File: config.mk
export PLATFORM = sky130hd
export DESIGN_NAME = autosym_projector
export DESIGN_NICKNAME = d
export VERILOG_FILES = /design/src/rtl/autosym_projector.sv
export SDC_FILE = /design/constraint.sdc
export NUM_CORES = 1
export LEC_CHECK = 0
export ABC_AREA = 0
export CAP_MARGIN = 25
export CORE_ASPECT_RATIO = 0.75
export CORE_UTILIZATION = 28
export DETAILED_ROUTE_END_ITERATION = 6
export HOLD_SLACK_MARGIN = 0.06
export PLACE_DENSITY = 0.47
export SETUP_SLACK_MARGIN = 0.05
export SYNTH_ARGS = -nofsm -noshare
export SYNTH_HDL_FRONTEND = slang
export SYNTH_SLANG_ARGS = --single-unit
File: constraint.sdc
create_clock -name clk -period 6.1 [get_ports clk]
set_clock_uncertainty 0.15 [all_clocks]
set_input_delay 1.22 -clock clk [delete_from_list [all_inputs] [get_ports clk]]
set_output_delay 1.22 -clock clk [all_outputs]
set_load 0.005 [all_outputs]
File: src/rtl/autosym_projector.sv
// rtl/autosym_projector.sv - sequential GF(2) affine projector y = A*x ^ c, one row of A per clock
module autosym_projector #(
    parameter int N_IN  = 23,
    parameter int K_OUT = 13,
    parameter int RW    = $clog2(K_OUT)
) (
    input  logic             clk,
    input  logic             rst_n,
    input  logic             cfg_we,
    input  logic [RW-1:0]    cfg_row,
    input  logic [N_IN-1:0]  cfg_mask,
    input  logic             cfg_cbit,
    output logic             cfg_err,
    input  logic             in_valid,
    output logic             in_ready,
    input  logic [N_IN-1:0]  in_x,
    output logic             out_valid,
    input  logic             out_ready,
    output logic [K_OUT-1:0] out_y,
    output logic             busy
);

    typedef enum logic [1:0] {IDLE, COMP, DONE} state_t;

    localparam logic [RW:0]   ROW_LIMIT = (RW+1)'(K_OUT);
    localparam logic [RW-1:0] LAST_ROW  = RW'(K_OUT - 1);

    state_t            state;
    logic [N_IN-1:0]   rows [K_OUT];
    logic [K_OUT-1:0]  cbits;
    logic [K_OUT-1:0]  y_acc;
    logic [K_OUT-1:0]  acc_nxt;
    logic [N_IN-1:0]   x_r;
    logic [RW-1:0]     r;
    logic              cfg_ok;

    // Writes are legal only while no operation is reading the rows.
    assign cfg_ok = (state == IDLE) && ({1'b0, cfg_row} < ROW_LIMIT);

    always_comb begin
        acc_nxt    = y_acc;
        acc_nxt[r] = (^(rows[r] & x_r)) ^ cbits[r];
    end

    always_ff @(posedge clk or negedge rst_n) begin
        if (!rst_n) begin
            for (int i = 0; i < K_OUT; i++) begin
                rows[i] <= '0;
            end
            cbits     <= '0;
            state     <= IDLE;
            x_r       <= '0;
            r         <= '0;
            y_acc     <= '0;
            out_y     <= '0;
            out_valid <= 1'b0;
            in_ready  <= 1'b1;
            busy      <= 1'b0;
            cfg_err   <= 1'b0;
        end else begin
            cfg_err <= cfg_we && !cfg_ok;
            if (cfg_we && cfg_ok) begin
                rows[cfg_row]  <= cfg_mask;
                cbits[cfg_row] <= cfg_cbit;
            end

            case (state)
                IDLE: begin
                    if (in_valid) begin
                        x_r      <= in_x;
                        r        <= '0;
                        y_acc    <= '0;
                        state    <= COMP;
                        in_ready <= 1'b0;
                        busy     <= 1'b1;
                    end
                end
                COMP: begin
                    y_acc <= acc_nxt;
                    if (r == LAST_ROW) begin
                        out_y     <= acc_nxt;
                        out_valid <= 1'b1;
                        state     <= DONE;
                    end else begin
                        r <= r + 1'b1;
                    end
                end
                DONE: begin
                    if (out_ready) begin
                        out_valid <= 1'b0;
                        in_ready  <= 1'b1;
                        busy      <= 1'b0;
                        state     <= IDLE;
                    end
                end
                default: begin
                    state     <= IDLE;
                    in_ready  <= 1'b1;
                    busy      <= 1'b0;
                    out_valid <= 1'b0;
                end
            endcase
        end
    end

endmodule

After elaboration in Yosys (flattened, before gate mapping)
Index checks and enable logic that the tools add are counted.

operators by class
  $add $sub $neg = 1
  $mul = 0
  divide/modulo/power cells = 0
  magnitude comparators = 8
  equality and inequality tests = 7
  shift-type cells = 0
  multiplexer cells = 31
  bitwise operators = 6
  reductions and logical operators = 17

operators with widths
  cell                  number
  $bwmux W299           1
  $bmux W23 S4          1
  $demux W23 S4         1
  $mux W23              3
  $bwmux W13            2
  $pmux W13 S2          1
  $and A23 B23 Y23      1
  $reduce_xor A23 Y1    1
  $mux W13              1
  $reduce_and A3 Y1     4
  $ge A5 B5 Y1 const B  2
  $lt A4 B5 Y1 const B  2
  $not A4 Y5            2
  $pmux W1 S3           3
  $demux W1 S4          2
  $ge A4 B1 Y1 const B  2
  $mux W1               8
  $mux W4               2
  $ne A2 B2 Y1 const B  4
  $pmux W4 S2           1
  $logic_and A1 B1 Y1   6
  $mux W2               3
  $pmux W2 S3           1
  $reduce_and A2 Y1     3
  other kinds (12)      13

storage, ports and cells
  register bits = 371
  latch bits = 0
  RAM bits = 0
  bits in read-only memories = 0
  input bits = 56
  output and inout bits = 17
  word-level logic and storage cells = 93
  memories = 0

Logic depth before layout (Yosys ltp)
Gate-level depths: netlist (run 1).

  depth after elaboration = 9
  gate-level depth with buffers = 15
  depth with buffers taken out = 8

Worst setup path before layout (run 1)
No wires, ideal clock.

  path kind = register -> register
  start = reg r[0]
  end = reg y_acc[10]
  setup time = 0.096 ns
  arrival time = 3.131 ns
  data required time = 5.854 ns
  slack = 2.723 ns
  stages on the path, launching flop included = 12
  path buffers = 3
  period minus slack after synthesis = 3.377 ns
  cells stage by stage = dfrtp_1 > buf_6 > buf_6 > mux2i_1 > o22ai_1 > o41ai_1 > xnor2_1 > xnor3_1 > xnor3_1 > xnor3_2 > buf_6 > o32ai_2

on the way
  word-level cells in the longest chain between the ends = 9
  elaborated cells on any way between the ends = 16
  classes of those cells = 2 x order compare; 9 x mux; 3 x bitwise; 2 x reduce/logical

ends and longest elaborated chain
  what                                          line  text
  from (decl)                                   34    logic [RW-1:0] r;
  from (signal assigned)                        85    r <= r + 1'b1;
  $not A4 Y5 (not written as such)              42    acc_nxt[r] = (^(rows[r] & x_r)) ^ cbits[r];
  $bmux W23 S4                                  42
  $mux W23 (not written as such) (2 in series)  42
  $and A23 B23 Y23                              42
  $reduce_xor A23 Y1                            42
  $xor A1 B1 Y1                                 42
  $bwmux W13 (*)                                42
  $pmux W13 S2 (*)                              67    case (state)
  to (signal assigned)                          79    y_acc <= acc_nxt;
  to (decl)                                     31    logic [K_OUT-1:0] y_acc;

Mark *: on every way between the ends. The rest lies on a longest branch, timed or not. The select of a mux whose other input is x is not followed.
A chain may end at the register's enable or synchronous reset.

Final worst setup path (run 1)
  start = reg r[3]
  end = reg y_acc[3]

Same word-level chain as after synthesis.

==> flow_metrics.tcl, run 1 <==
set metrics [dict create \
    drt_first_pass_iters 5 \
    clk_latency_ns 0.55 \
    globalplace.congestion 0.722 \
    syn-mean-instance-area_um2 13.8 \
    cts-root-buf "clkbuf_16" \
    vias 10297 \
    numClockSinks 370 \
    ys_ff_latch 370 \
    wirelength_um 47000 \
    multi_input_area_um2 7270 \
    seqCellArea_um2 9260 \
    netlist_instances 1235 \
    numCtsBuffers 40 \
    overflow 0 \
    p_switching_w 0.00323 \
    grt_pass1_wl_um 71600 \
    finalCriticalPeriod_ns 4.54 \
    timing.fmax_mhz 221 \
    synth-seq-area-share_pct 54.2 \
    rsz0062_at_grt "no" \
    clk_pin_slew_worst_paths_ns 0.06 \
    fin_hold_ws_ns 0.331 \
    yosysMostFrequentCell "dfrtp_1" \
    syn-cell-area_um2 17100 \
    max-cap-violations 0 \
    fin_setup_tns_ns 0 \
    cpMaxStageDelayCell "nand3b_1" \
    critPathMostFrequentCell "xnor3_1" \
    endpoint "y_acc[3]$_DFFE_PN0P_" \
    wl_per_cell_um 22.3 \
    min_path_type "reg -> reg" \
    clock_power_share_pct 26.3 \
    hold_viol 0 \
    wl_met2_um 19800 \
    htree_levels 2 \
    core_area_um2 60400 \
    end_kind "register" \
    grt.total_usage_pct 15.4 \
    p_sw_share_pct 34.2 \
    p_int_w 0.00622 \
    antenna_cells 0 \
    arrival_ns 4.82 \
    synth_top_area_cell "dfrtp_1" \
    path_cells "nand3b_1 -> o22ai_1 -> o41ai_1 -> xnor2_1 -> xnor3_1 -> xnor3_1 -> xnor3_2 -> o32ai_1" \
    wl_met1_um 24800 \
    synth.top_cells.by_area "dfrtp_1 (54%), mux2_2 (22%), mux2i_1 (6.3%), mux4_2 (2.0%), clkbuf_1 (1.5%)" \
    p_comb_share_pct 34.8 \
    start_kind "register" \
    fin_ws_ns 1.56 \
    power_frac_seq_pct 38.9 \
    min_period_over_period_pct 74.3 \
    drtIter0Drc 649 \
    crit_path_max_incr_delay_ns 0.87 \
    grt_pass1_vias 10623 \
    wl_met3_um 1610 \
    synth_cell_types 54 \
    fill_cells 5927 \
    required_ns 6.39 \
    top_layer_used "met4" \
    outcome "complete, no violations" \
    synth_common_cells "dfrtp_1 (369), mux2_2 (334), mux2i_1 (107), clkbuf_1 (68), nand2_1 (62)" \
    cp_max_fo 22 \
    synth_flop_cell "dfrtp_1" \
    rrSetupSlack_ns 1.56 \
    start_util_pct 28.3 \
    p_per_area_nw_per_um2 474 \
    async_flop_share_pct 100 \
    final_max_slew_viol_count 0 \
    cts_resized 0 \
    grt_max_degree 139 \
    path_class "reg -> reg" \
    cts_tree "built" \
    relSlewSlack_pct 31.2 \
    crit_path_start "r[3]$_DFFE_PN0P_" \
    final_core_util_pct 33.0 \
    p_leak_nw 9.08 \
    peakVddDrop_v 0.000540 \
    post-dp-hpwl_um 28400 \
    rows 78 \
    num-nets-final 1340 \
    via_per_inst 4.88 \
    yosys_warnings 0 \
    worst_slew_pin_slew_ns 1.03 \
    post-place-ws_ns 1.61 \
    num_io_pins 73 \
    die_w_um 287 \
    numPortBuffers 72 \
    ant_nets 0 \
    yosys.area.top_type_share_pct 54.0 \
    power_w 0.00944 \
    drive_gt1_share_pct 35.4 \
    synth_nets 1295 \
    post_cts_buffers 0 \
    clock_path_buffers 3 \
    area_growth_pct 16.6 \
    die_h_um 216 \
    r2r-end "y_acc[3]$_DFFE_PN0P_" \
    synth_edf_count 0 \
    drc 0 \
    antenna_found_initial 0 \
    fp.dieArea_um2 62000 \
    hold_buffers 0 \
    r2r-start "r[3]$_DFFE_PN0P_" \
    reg2reg_depth 8 \
    setup_viol 0 \
]
==> per-stage QoR <==
step                      area, µm²  cells
final                         19900   2111
after global routing          19900   2111
after CTS                     19900   2111
after detailed placement      18600   2038
after global placement        18600   2037
after floorplan               17100   1235
==> state kept, by name, indices dropped and copies added, names as in the netlist <==
name       cells
cfg_err        1
out_y         13
state          2
x_r           23
in_ready       1
y_acc         12
cbits         13
busy           1
rows         299
out_valid      1
r              4
==> placed cells by master, fill, tap and decap left out, types with 4 or more instances in the layout <==
| cell | instances |
|---|---|
| and2_1 | 10 |
| clkdlybuf4s50_1 | 71 |
| buf_4 | 23 |
| inv_1 | 20 |
| o41ai_1 | 5 |
| o32ai_2 | 8 |
| o22ai_1 | 35 |
| mux4_2 | 15 |
| o21ai_0 | 20 |
| nand2b_1 | 5 |
| a32oi_1 | 4 |
| dfrtp_1 | 368 |
| clkbuf_1 | 12 |
| mux2_2 | 334 |
| nor2_1 | 14 |
| mux2i_1 | 107 |
| o32ai_1 | 4 |
| a22o_1 | 4 |
| xnor3_1 | 4 |
| a22oi_1 | 14 |
| nand2_1 | 62 |
| mux4_1 | 5 |
| xnor2_1 | 12 |
| ha_1 | 4 |
| clkbuf_8 | 14 |
| clkbuf_16 | 42 |
| nand3_1 | 4 |
| o41ai_2 | 4 |
| nor2b_1 | 11 |
| a21oi_1 | 21 |
==> layer usage <==
| metal | track usage (%) | up-vias |
|---|---|---|
| li1 | - | 4575 |
| met1 | 24.6 | 5464 |
| met2 | 21.6 | 198 |
| met3 | 2.24 | 60 |
| met4 | 3.24 | 0 |
| met5 | 0 | - |
==> critical path, delay by kind of cell (launching register included) <==
family          cells  cell delay (ns)
xor+xnor            4             1.62
simple gates        1             0.87
flops               1             0.84
compound gates      3             0.92
==> power groups by stage <==
stage / clock network (W) / logic [W] / registers (W)
6_report: 0.00248 / 0.00329 / 0.00367
2_1_floorplan: 0 / 0.00263 / 0.00349
3_3_place_gp: 0 / 0.00328 / 0.00369
5_1_grt: 0.00267 / 0.00350 / 0.00378
3_5_place_dp: 0 / 0.00331 / 0.00372
4_1_cts: 0.00257 / 0.00332 / 0.00368
==> worst min path at each step <==
stage                               start                    end  slack [ns]  cells after the start
floorplan           rows[142]$_DFFE_PN0P_  rows[142]$_DFFE_PN0P_        0.32                      1
global placement     out_y[2]$_DFFE_PN0P_   out_y[2]$_DFFE_PN0P_        0.31                      2
detailed placement   out_y[2]$_DFFE_PN0P_   out_y[2]$_DFFE_PN0P_        0.33                      2
CTS                  out_y[2]$_DFFE_PN0P_   out_y[2]$_DFFE_PN0P_        0.34                      2
global route         out_y[1]$_DFFE_PN0P_   out_y[1]$_DFFE_PN0P_        0.36                      2
finish               out_y[2]$_DFFE_PN0P_   out_y[2]$_DFFE_PN0P_        0.33                      2
==> cells by family (layout without fill, tap and decap cells) <==
group / after synthesis / after routing / synth area share, %
multiplexers: 461 / 461 / 31.0
AND/OR/NAND/NOR: 127 / 127 / 3.53
flip-flops: 370 / 370 / 54.2
buffers and inverters: 116 / 192 / 3.61
adder cells (fa/ha/maj): 4 / 4 / 0.293
XOR/XNOR: 20 / 20 / 1.43
AO/OA/AOI/OAI: 137 / 137 / 5.94
==> layout make-up <==
cell class / instances / share of cell area (%)
Clock buffer: 68 / 6.47
Clock inverter: 5 / 0.308
Inverter: 20 / 0.377
Multi-Input combinational cell: 749 / 36.5
Sequential cell: 370 / 46.5
Tap cell: 800 / 5.02
Timing Repair Buffer: 99 / 4.87
(Power assumes the default switching activity.)
==> run 2, diff against run 1 <==
==> constraint.sdc (replaced) <==
create_clock -name clk -period 4.61 [get_ports clk]
set_clock_uncertainty 0.15 [all_clocks]
set_input_delay 0.922 -clock clk [delete_from_list [all_inputs] [get_ports clk]]
set_output_delay 0.922 -clock clk [all_outputs]
set_load 0.005 [all_outputs]
==> flow_metrics.tcl, run 2 (synthesized netlist as in run 1, its figures left out) <==
set metrics [dict create \
    numCtsBuffers 40 \
    min_period_over_period_pct 89.1 \
    ant_nets 0 \
    path_cells "buf_12 -> mux4_2 -> a22o_1 -> o21ai_0 -> xnor2_1 -> xnor3_1 -> xnor3_2 -> o32ai_1" \
    place_inst 2053 \
    post-dp-hpwl_um 28100 \
    cp_max_fo 41 \
    fin_cells 2126 \
    cpMaxStageDelayCell "dfrtp_4" \
    antenna_found_initial 2 \
    core_area_um2 60400 \
    min_path_type "in -> async" \
    drc 0 \
    post_cts_buffers 0 \
    fp.dieArea_um2 62000 \
    final_area_um2 20000 \
    finalCriticalPeriod_ns 4.11 \
    crit_path_max_incr_delay_ns 0.64 \
    timing.fmax_mhz 243 \
    outcome "complete, no violations" \
    end_kind "register" \
    path_class "reg -> reg" \
    largest_reg_flops 299 \
    p_per_area_nw_per_um2 615 \
    wl_per_cell_um 22.2 \
    die_h_um 216 \
    num_io_pins 73 \
    rsz0062_at_grt "no" \
    grt.total_usage_pct 15.4 \
    largest_registers "rows x299, x_r x23" \
    globalplace.congestion 0.743 \
    htree_levels 2 \
    final_max_slew_viol_count 0 \
    grt_pass1_vias 10708 \
    relSlewSlack_pct 32.1 \
    via_per_inst 4.84 \
    required_ns 4.90 \
    grt_max_degree 94 \
    drt_first_pass_iters 5 \
    max-cap-violations 0 \
    fill_cells 5905 \
    overflow 0 \
    cts_resized 0 \
    p_leak_nw 9.15 \
    arrival_ns 4.40 \
    final_cell_mix "dfrtp_1 (368), mux2_2 (334), mux2i_1 (107)" \
    peakVddDrop_v 0.000700 \
    vias 10295 \
    cts_tree "built" \
    final_core_util_pct 33.2 \
    fin_setup_tns_ns 0 \
    clk_pin_slew_worst_paths_ns 0.07 \
    place_area_um2 18700 \
    drive_gt1_share_pct 36.4 \
    numPortBuffers 72 \
    clk_latency_ns 0.55 \
    start_util_pct 28.3 \
    clock_path_buffers 3 \
    hold_buffers 0 \
    numClockSinks 370 \
    fin_hold_ws_ns 0.227 \
    start_kind "register" \
    worst_slew_pin_slew_ns 1.02 \
    top_register "rows" \
    rows 78 \
    multi_input_area_um2 7270 \
    area_growth_pct 17.2 \
    drtIter0Drc 584 \
    die_w_um 287 \
    wirelength_um 47100 \
    setup_viol 0 \
    grt_pass1_wl_um 71700 \
    hold_viol 0 \
    cts-root-buf "clkbuf_16" \
    seqCellArea_um2 9260 \
    final_common_cell "dfrtp_1" \
    num-nets-final 1355 \
]
run 2: metrics by stage:
| stage | power (W) | setup slack, ns |
|---|---|---|
| 2_1_floorplan | 0.00810 | 1.23 |
| 3_3_place_gp | 0.00912 | 0.486 |
| 3_5_place_dp | 0.00918 | 0.412 |
| 4_1_cts | 0.0125 | 0.405 |
| 5_1_grt | 0.0130 | 0.244 |
| 6_report | 0.0123 | 0.501 |
run 2: area by class of cell:
type | instances | area share [%]
Inverter | 20 | 0.375
Antenna cell | 1 | 0.0125
Tap cell | 800 | 5.00
Sequential cell | 370 | 46.2
Clock buffer | 63 | 6.29
Clock inverter | 9 | 0.294
Multi-Input combinational cell | 749 | 36.3
Timing Repair Buffer | 114 | 5.51
run 2: final timing paths:
kind | slack (ns) | endpoint | start | cells past startpoint
min reg2reg | 0.33 | out_y[1]$_DFFE_PN0P_ | out_y[1]$_DFFE_PN0P_ | 2
max reg2reg | 0.50 | y_acc[3]$_DFFE_PN0P_ | r[0]$_DFFE_PN0P_ | 8
min in group clk | 0.33 | out_y[1]$_DFFE_PN0P_ | out_y[1]$_DFFE_PN0P_ | 2
min | 0.23 | out_y[6]$_DFFE_PN0P_ | rst_n | 1
max | 0.50 | y_acc[3]$_DFFE_PN0P_ | r[0]$_DFFE_PN0P_ | 8
max in group asynchronous | 3.07 | rows[221]$_DFFE_PN0P_ | rst_n | 2
run 2: power breakdown:
part / leakage, nW / switching [W] / internal, W
Clock: 0.655 / 0.00135 / 0.00188
Combinational: 3.59 / 0.00220 / 0.00207
Sequential: 4.91 / 0.000600 / 0.00423
run 2: per-layer routing:
metal	global-route usage, %	vias to the layer above	routed length (µm)
met2	21.6	153	19800
met4	3.09	2	669
met1	24.5	5479	25000
met3	2.52	54	1670
li1	-	4607	-
met5	0	-	13
run 2: critical path, delay by kind of cell (launching register included):
family,cells,cell delay (ns)
AOI/OAI and AO/OA,3,1.14
xor gates and xnor gates,3,1.12
buffers and inverters,1,0.35
DFF,1,0.64
muxes,1,0.55
==> run 3, diff against run 2 <==
--- a/config.mk
+++ b/config.mk
@@ -9,6 +9,7 @@
 export CAP_MARGIN = 25
 export CORE_ASPECT_RATIO = 0.75
 export CORE_UTILIZATION = 28
+export CTS_CLUSTER_DIAMETER = 150
 export DETAILED_ROUTE_END_ITERATION = 6
 export HOLD_SLACK_MARGIN = 0.06
 export PLACE_DENSITY = 0.47
==> results of run 3 <==
Same layout as run 2: the final DEF is identical, and so are final timing and power.
